File: src/rtl/alu_rsv_station_pkg.sv
// Shared out-of-order types for the ALU reservation station: physical tag widths,
// ALU opcodes and the renamed-op entry record carried from dispatch to issue.
package alu_rsv_station_pkg;

  localparam int PHYS_REG_BITS = 6;
  localparam int ROB_BITS      = 5;
  localparam int XLEN          = 32;

  typedef enum logic [3:0] {
    ALU_ADD, ALU_SUB, ALU_AND, ALU_OR, ALU_XOR,
    ALU_SLL, ALU_SRL, ALU_SRA, ALU_SLT, ALU_SLTU
  } alu_op_e;

  typedef struct packed {
    logic [PHYS_REG_BITS-1:0] prs1;
    logic [PHYS_REG_BITS-1:0] prs2;
    logic                     prs1_ready;
    logic                     prs2_ready;
    logic [PHYS_REG_BITS-1:0] prd;
    logic [ROB_BITS-1:0]      rob_tag;
    alu_op_e                  alu_op;
    logic                     alu_src;    // 1: second operand is the immediate
    logic [XLEN-1:0]          immediate;
    logic                     reg_write;
  } rs_entry_t;

  // An immediate-form op never waits on prs2.
  function automatic logic entry_ready(input rs_entry_t e);
    return e.prs1_ready && (e.prs2_ready || e.alu_src);
  endfunction

endpackage

File: src/rtl/alu_rsv_station_age_select.sv
// Age matrix plus oldest-eligible picker. age_q[i][j]=1 means entry i is younger
// than entry j; the grant is the eligible entry with no older eligible peer.
module rs_age_select #(
  parameter int RS_SIZE = 4
) (
  input  logic               clk,
  input  logic               rst,
  input  logic [RS_SIZE-1:0] valid,
  input  logic [RS_SIZE-1:0] alloc_oh,
  input  logic [RS_SIZE-1:0] eligible,
  output logic [RS_SIZE-1:0] grant_oh
);

  logic [RS_SIZE-1:0][RS_SIZE-1:0] age_q, age_d;

  // A new entry is younger than every currently valid one and older than none.
  always_comb begin
    age_d = age_q;
    for (int i = 0; i < RS_SIZE; i++) begin
      if (alloc_oh[i]) begin
        for (int j = 0; j < RS_SIZE; j++) begin
          age_d[i][j] = valid[j] && (j != i);
          age_d[j][i] = 1'b0;
        end
      end
    end
  end

  always_comb begin
    grant_oh = '0;
    for (int i = 0; i < RS_SIZE; i++)
      grant_oh[i] = eligible[i] && !(|(age_q[i] & eligible));
  end

  always_ff @(posedge clk) begin
    if (rst) age_q <= '0;
    else     age_q <= age_d;
  end

endmodule

File: src/rtl/alu_rsv_station.sv
// Reservation station for the single-cycle ALU: buffers renamed ops, wakes operands
// from writeback broadcasts, and issues the oldest ready op each cycle.
module alu_rsv_station
  import alu_rsv_station_pkg::*;
#(
  parameter int RS_SIZE = 4,
  parameter int NUM_WB  = 2
) (
  input  logic                                  clk,
  input  logic                                  rst,
  input  logic                                  dispatch_valid,
  input  rs_entry_t                             dispatch_entry,
  output logic                                  dispatch_ready,
  input  logic [NUM_WB-1:0]                     wb_en,
  input  logic [NUM_WB-1:0][PHYS_REG_BITS-1:0]  wb_prd,
  input  logic                                  fu_ready,
  output logic                                  issue_en,
  output rs_entry_t                             issue_entry,
  output logic [$clog2(RS_SIZE+1)-1:0]          occupancy,
  input  logic                                  flush
);

  localparam int OCC_W = $clog2(RS_SIZE+1);

  logic [RS_SIZE-1:0] valid_q, valid_d;
  rs_entry_t          entry_q [RS_SIZE];
  rs_entry_t          entry_d [RS_SIZE];
  logic [OCC_W-1:0]   occ_q, occ_d;

  logic [RS_SIZE-1:0] free_oh, alloc_oh, eligible, grant_oh, issue_oh;
  logic               dispatch_fire;
  rs_entry_t          disp_entry;

  function automatic logic wb_hit(input logic [PHYS_REG_BITS-1:0] tag,
                                  input logic [NUM_WB-1:0] en,
                                  input logic [NUM_WB-1:0][PHYS_REG_BITS-1:0] prd);
    logic hit;
    hit = 1'b0;
    for (int p = 0; p < NUM_WB; p++)
      if (en[p] && prd[p] == tag) hit = 1'b1;
    return hit;
  endfunction

  // Lowest clear bit of valid_q.
  assign free_oh        = ~valid_q & (valid_q + RS_SIZE'(1));
  assign dispatch_ready = |free_oh;
  assign dispatch_fire  = dispatch_valid && dispatch_ready && !flush;
  assign alloc_oh       = dispatch_fire ? free_oh : '0;

  always_comb begin
    eligible = '0;
    for (int i = 0; i < RS_SIZE; i++)
      eligible[i] = valid_q[i] && entry_ready(entry_q[i]);
  end

  rs_age_select #(.RS_SIZE(RS_SIZE)) u_age (
    .clk      (clk),
    .rst      (rst),
    .valid    (valid_q),
    .alloc_oh (alloc_oh),
    .eligible (eligible),
    .grant_oh (grant_oh)
  );

  assign issue_en  = fu_ready && |eligible;
  assign issue_oh  = issue_en ? grant_oh : '0;
  assign occupancy = occ_q;

  always_comb begin
    issue_entry = '0;
    for (int i = 0; i < RS_SIZE; i++)
      if (grant_oh[i]) issue_entry = entry_q[i];
  end

  // Operands produced in the dispatch cycle are captured as already ready.
  always_comb begin
    disp_entry = dispatch_entry;
    if (wb_hit(dispatch_entry.prs1, wb_en, wb_prd)) disp_entry.prs1_ready = 1'b1;
    if (wb_hit(dispatch_entry.prs2, wb_en, wb_prd)) disp_entry.prs2_ready = 1'b1;
  end

  always_comb begin
    valid_d = (valid_q & ~issue_oh) | alloc_oh;
    occ_d   = occ_q + OCC_W'(dispatch_fire) - OCC_W'(issue_en);
    for (int i = 0; i < RS_SIZE; i++) begin
      entry_d[i] = entry_q[i];
      if (wb_hit(entry_q[i].prs1, wb_en, wb_prd)) entry_d[i].prs1_ready = 1'b1;
      if (wb_hit(entry_q[i].prs2, wb_en, wb_prd)) entry_d[i].prs2_ready = 1'b1;
      if (alloc_oh[i]) entry_d[i] = disp_entry;
    end
    if (flush) begin
      valid_d = '0;
      occ_d   = '0;
    end
  end

  always_ff @(posedge clk) begin
    if (rst) begin
      valid_q <= '0;
      occ_q   <= '0;
    end else begin
      valid_q <= valid_d;
      occ_q   <= occ_d;
    end
  end

  // Payload needs no reset; valid_q qualifies it.
  always_ff @(posedge clk) begin
    for (int i = 0; i < RS_SIZE; i++) entry_q[i] <= entry_d[i];
  end

endmodule

File: config.mk
export PLATFORM = sky130hd
export DESIGN_NAME = alu_rsv_station
export DESIGN_NICKNAME = d
export VERILOG_FILES = /design/src/rtl/alu_rsv_station_pkg.sv /design/src/rtl/alu_rsv_station_age_select.sv /design/src/rtl/alu_rsv_station.sv
export SDC_FILE = /design/constraint.sdc
export NUM_CORES = 1
export LEC_CHECK = 0
export ABC_AREA = 0
export BUFFER_PORTS_ARGS = -buffer_cell sky130_fd_sc_hd__buf_2
export CAP_MARGIN = 20
export CORE_MARGIN = 2
export CORE_UTILIZATION = 50
export CTS_CLUSTER_DIAMETER = 150
export DETAILED_ROUTE_END_ITERATION = 12
export HOLD_SLACK_MARGIN = 0.12
export PLACE_DENSITY = 0.69
export SYNTH_ARGS = -nofsm -noshare
export SYNTH_HDL_FRONTEND = slang
export SYNTH_SLANG_ARGS = --single-unit
File: constraint.sdc
create_clock -name clk -period 12.1 [get_ports clk]
set_input_delay 1.21 -clock clk [delete_from_list [all_inputs] [get_ports clk]]
set_output_delay 1.21 -clock clk [all_outputs]
set_load 0.03 [all_outputs]
Word-level counts from Yosys, hierarchy flattened
Memory sizes are Yosys's and may differ from the RTL's.
Index checks and enable logic that the tools add are counted.

cells by class
  multiplexer cells = 47
  equal/unequal tests = 20
  bitwise gates (word level) = 9
  add/sub/neg operators = 3
  reduce and logical (&&, ||, !) cells = 60

operators by type and width
  operator             count
  $mux 63              8
  $eq 6x6->1           20
  $logic_and 1x1->1    35
  $mux 1               34
  $reduce_or 4->1      6
  $and 4x4->4          5
  $mux 4               4
  $reduce_bool 2->1    6
  $not 4->4            2
  $reduce_or 2->1      4
  $logic_not 1->1      5
  $mux 5               1
  $add 4x1->4 const B  1
  $and 3x4->4          1
  $logic_or 1x1->1     4
  $or 4x4->4           1
  $add 3x1->3          1
  $sub 3x1->3          1

storage, ports and cells
  output and inout port bits = 68
  word-level logic and storage cells = 154
  input port bits = 82
  memories = 1
  register bits after elaboration = 19
  RAM bits = 252

memories
  name     depth  bits a word  rd ports  clocked after Yosys merged registers in  write ports  line                   RTL
  entry_q  4      63           4         0                                        4            alu_rsv_station.sv:26  rs_entry_t entry_q [RS_SIZE];

Longest topological paths before layout
An unclocked memory read counts as a cell.

  depth after elaboration = 12
  depth in mapped cells = 11
  gate-level depth less buffers = 10

By module
A second synthesis with hierarchy kept.

unflattened totals
  cells, all modules = 922
  area, all modules = 11808.8 sq um

modules (own cells, without submodules)
  module           instances  seq. area each (sq um)  area each (sq um)  cells each
  alu_rsv_station  1          7627.3                  11232.0            862
  rs_age_select    1          240.2                   576.8              60

Worst setup path before layout
Ideal clock, no wire load.

  kind = input-to-reg
  from = input port flush
  to = register u_age.age_q[7] in the netlist's numbering
  path slack = 7.182 ns
  cell stages on the path = 4
  buffers on the path = 0
  arrival time = 4.689 ns
  required time = 11.872 ns
  library setup time = 0.228 ns
  cells stage by stage = nand3b_1 nor2_1 mux2i_1 nor3_1

between the ends
  elaborated cells between the ends (all ways) = 4
  classes of those cells = mux (1); reduce/logical (3)

RTL lines
  element               line                              RTL
  start, declared       alu_rsv_station.sv:20             input logic flush
  $logic_not 1->1       alu_rsv_station.sv:47             assign dispatch_fire = dispatch_valid && dispatch_ready && !flush;
  $logic_and 1x1->1     alu_rsv_station.sv:47
  $mux 4                alu_rsv_station.sv:48             assign alloc_oh = dispatch_fire ? free_oh : '0;
  via alloc_oh[1]       alu_rsv_station.sv:30             logic [RS_SIZE-1:0] free_oh, alloc_oh, eligible, grant_oh, issue_oh;
  end signal, assigned  alu_rsv_station_age_select.sv:37  else age_q <= age_d;
  end, declared         alu_rsv_station_age_select.sv:14  logic [RS_SIZE-1:0][RS_SIZE-1:0] age_q, age_d;

The timed path passes the listed nets, and every way through them passes these cells.
A chain may end at the register's enable or synchronous reset.

==> results.sh <==
export IMPL_rows=56
export IMPL_status="finished, final reports clean"
export IMPL_grt_pass1_wl_mm=43.4
export IMPL_skew_ns=0.0124
export IMPL_drt_first_pass_iters=5
export IMPL_fp_dieW_um=158
export IMPL_fin_nets=1116
export IMPL_track_usage_pct=22.8
export IMPL_critical_path_required_ns=10.89
export IMPL_path_class="reg2out"
export IMPL_final_cell_mix="244 x edfxtp_1, 149 x buf_2, 69 x o21ai_0, 68 x nand2_1, 64 x a211oi_1"
export IMPL_multi_input_area_um2=3660
export IMPL_port_buffers=149
export IMPL_fin_crit_ns=4.58
export IMPL_clk_latency_ns=0.54
export IMPL_regArea_um2=7870
export IMPL_hp_class="reg2reg"
export IMPL_cts_buffers_inserted=27
export IMPL_layout_drive_gt1_share_pct=20.3
export IMPL_grt_pass1_vias=7681
export IMPL_setup_tns_final_ns=0
export IMPL_start_util_pct=50.7
export IMPL_via_count=7934
export IMPL_crit_fanout=50
export IMPL_maxCapViolCount=0
export IMPL_routedWlPerCell_um=21.0
export IMPL_cp_data_arrival_time_ns=3.37
export IMPL_yosys_warnings=0
export IMPL_worst_path_buf_inv=2
export IMPL_muxShareOfSynthArea_pct=0.253
export IMPL_antenna_found_initial=5
export IMPL_clkTransAtPathRegs_ns=0.06
export IMPL_h_tree_depth=1
export IMPL_via_per_inst=5.79
export IMPL_cts_sinks=271
export IMPL_dieArea_um2=25000
export IMPL_tightest_slew_ns=1.07
export IMPL_fill_cells=1893
export IMPL_drv_slew=0
export IMPL_cts_root_buf="clkbuf_16"
export IMPL_syn2layout_area_growth_pct=15.6
export IMPL_cts_setup_buffers=0
export IMPL_ant_nets=0
export IMPL_ios=150
export IMPL_synthFlopType="edfxtp_1"
export IMPL_final_instance_count_excl_fill=1371
export IMPL_synth_xor_area_share_pct=9.01
export IMPL_report_final_setup_viol=0
export IMPL_synthArstFlopShare_pct=0
export IMPL_grt_start_max_net_pins=73
export IMPL_ys_ff_latch=271
export IMPL_holdBufCountCts=0
export IMPL_syn_avg_cell_area_um2=13.1
export IMPL_cts_buffer_depth=3
export IMPL_critPathCaptureType="output pin"
export IMPL_ys_seq_area_share_pct=66.3
export IMPL_synth_cell_type_count=38
export IMPL_grt_overflow_total=0
export IMPL_fin_crit_sh_pct=37.9
export IMPL_post_cts_resized=0
export IMPL_wirelength_mm=28.8
export IMPL_synth_compound_area_share_pct=11.6
export IMPL_dp_hpwl_mm=16.6
export IMPL_hold_ws_ns=0.499
export IMPL_place_congestion=0.841
export IMPL_cp_cell_sequence="o211a_1, a21bo_4, a221oi_4, buf_4, a211oi_1, o21ai_1, buf_2"
export IMPL_syn_nets=992
export IMPL_fmax_mhz=218
export IMPL_p_leak_nw=5.03
export IMPL_synthAdderAreaFrac_pct=0.380
export IMPL_mostFrequentLayoutCell="edfxtp_1"
export IMPL_drt_iter0_drc=713
export IMPL_max_vdd_ir_drop_mv=0.0891
export IMPL_max_stage_delay_ns=0.67
export IMPL_synth_edf_count=244
export IMPL_p_total_mw=2.03
export IMPL_synth_cells=907
export IMPL_remaining_drc_errors=0
export IMPL_worst_path_dominant_cell_family="compound AO/OA/AOI/OAI gates"
export IMPL_core_area_um2=23400
export IMPL_syn_area_um2=11900
export IMPL_cts_tree="built"
export IMPL_synthSimpleGateAreaFrac_pct=9.47
export IMPL_slew_headroom_pct=28.7
export IMPL_finalHoldViolCount=0
export IMPL_p_per_area_nw_per_um2=148
export IMPL_rsz0062_at_grt="no"
export IMPL_place_inst=1321
export IMPL_crit_path_top_delay_cell="buf_4"
export IMPL_synth_top_family_by_area="compound AO/OA/AOI/OAI gates"
export IMPL_die_y_um=158
export IMPL_critPathLaunchType="flop"
[synthesized netlist by cell type (6+ instances only)]
cell | n | share of area, %
clkbuf_1 | 35 | 1.1
o21ai_1 | 60 | 2.5
buf_6 | 6 | 0.57
nor2_1 | 13 | 0.41
inv_1 | 6 | 0.19
o21ai_0 | 69 | 2.9
dfxtp_1 | 27 | 4.6
a211oi_1 | 64 | 4.0
nor4_1 | 28 | 1.5
o2111ai_1 | 6 | 0.44
edfxtp_1 | 244 | 62
buf_2 | 20 | 0.84
xnor2_1 | 61 | 4.5
nand2_1 | 68 | 2.2
nand4_1 | 23 | 1.2
a21oi_1 | 16 | 0.67
nor3_1 | 8 | 0.34
and3_1 | 62 | 3.3
xor2_1 | 61 | 4.5
[state kept, by name, summed over array words and instances (netlist names)]
| name | count |
|---|---|
| u_age.age_q | 12 |
| entry_q | 252 |
| valid_q | 4 |
| occupancy | 3 |
[final cells by class]
cell class	instances	area share (%)
clock buffer	37	5.52
timing repair buffer	159	5.99
inverter	8	0.219
sequential	271	57.4
clock inverter	11	1.23
multi-input combinational	564	26.7
tap	319	2.91
antenna	2	0.0365
[kinds of logic (layout without fill, tap and decap cells)]
logic type / Yosys count / count (layout)
AO/OA/AOI/OAI: 224 / 224
adder cells (fa/ha/maj): 3 / 3
XOR/XNOR: 122 / 122
other: 0 / 2
buffers and inverters: 72 / 215
flip-flops: 271 / 271
multiplexers: 3 / 3
AND/OR/NAND/NOR: 212 / 212
[through the flow]
step | setup WS, ns | area, um2 | util, %
after floorplan | 7.18 | 11900 | -
after global placement | 8.13 | 12800 | 54.6
after detailed placement | 8.07 | 12800 | 54.6
after CTS | 7.49 | 13700 | 58.6
after global routing | 7.33 | 13700 | 58.6
final | 7.52 | 13700 | 58.6
[tightest hold or removal path: cells and delay by family, from the launching register on]
family | cells | cell delay (ns)
and+or+nand+nor | 2 | 0.15
DFF | 1 | 0.31
[routing by layer]
metal / part of all wire (%) / vias to the layer above / global-route usage (%)
met5: 0.090 / - / 0
met4: 2.1 / 4 / 6.52
met3: 8.1 / 53 / 4.02
met2: 47 / 357 / 36.5
met1: 43 / 3839 / 32.3
li1: - / 3681 / -
[power breakdown]
part           switching [mW]  leakage [nW]  internal [mW]
logic                  0.0675          2.13         0.0395
registers              0.0146          2.44           1.04
clock network           0.343         0.461          0.524
total                   0.425          5.03           1.60
[path summary, 6_finish.rpt]
check	start	to	slack, ns	cells after the start
max	entry_q[1][33]	issue_entry[46]	7.52	7
min reg2reg	u_age.age_q[13]	u_age.age_q[13]	0.50	2
max reg2reg	entry_q[0][33]	occupancy[2]	9.24	10
min	u_age.age_q[13]	u_age.age_q[13]	0.50	2
Note: power is estimated with default switching activity, not from simulation.
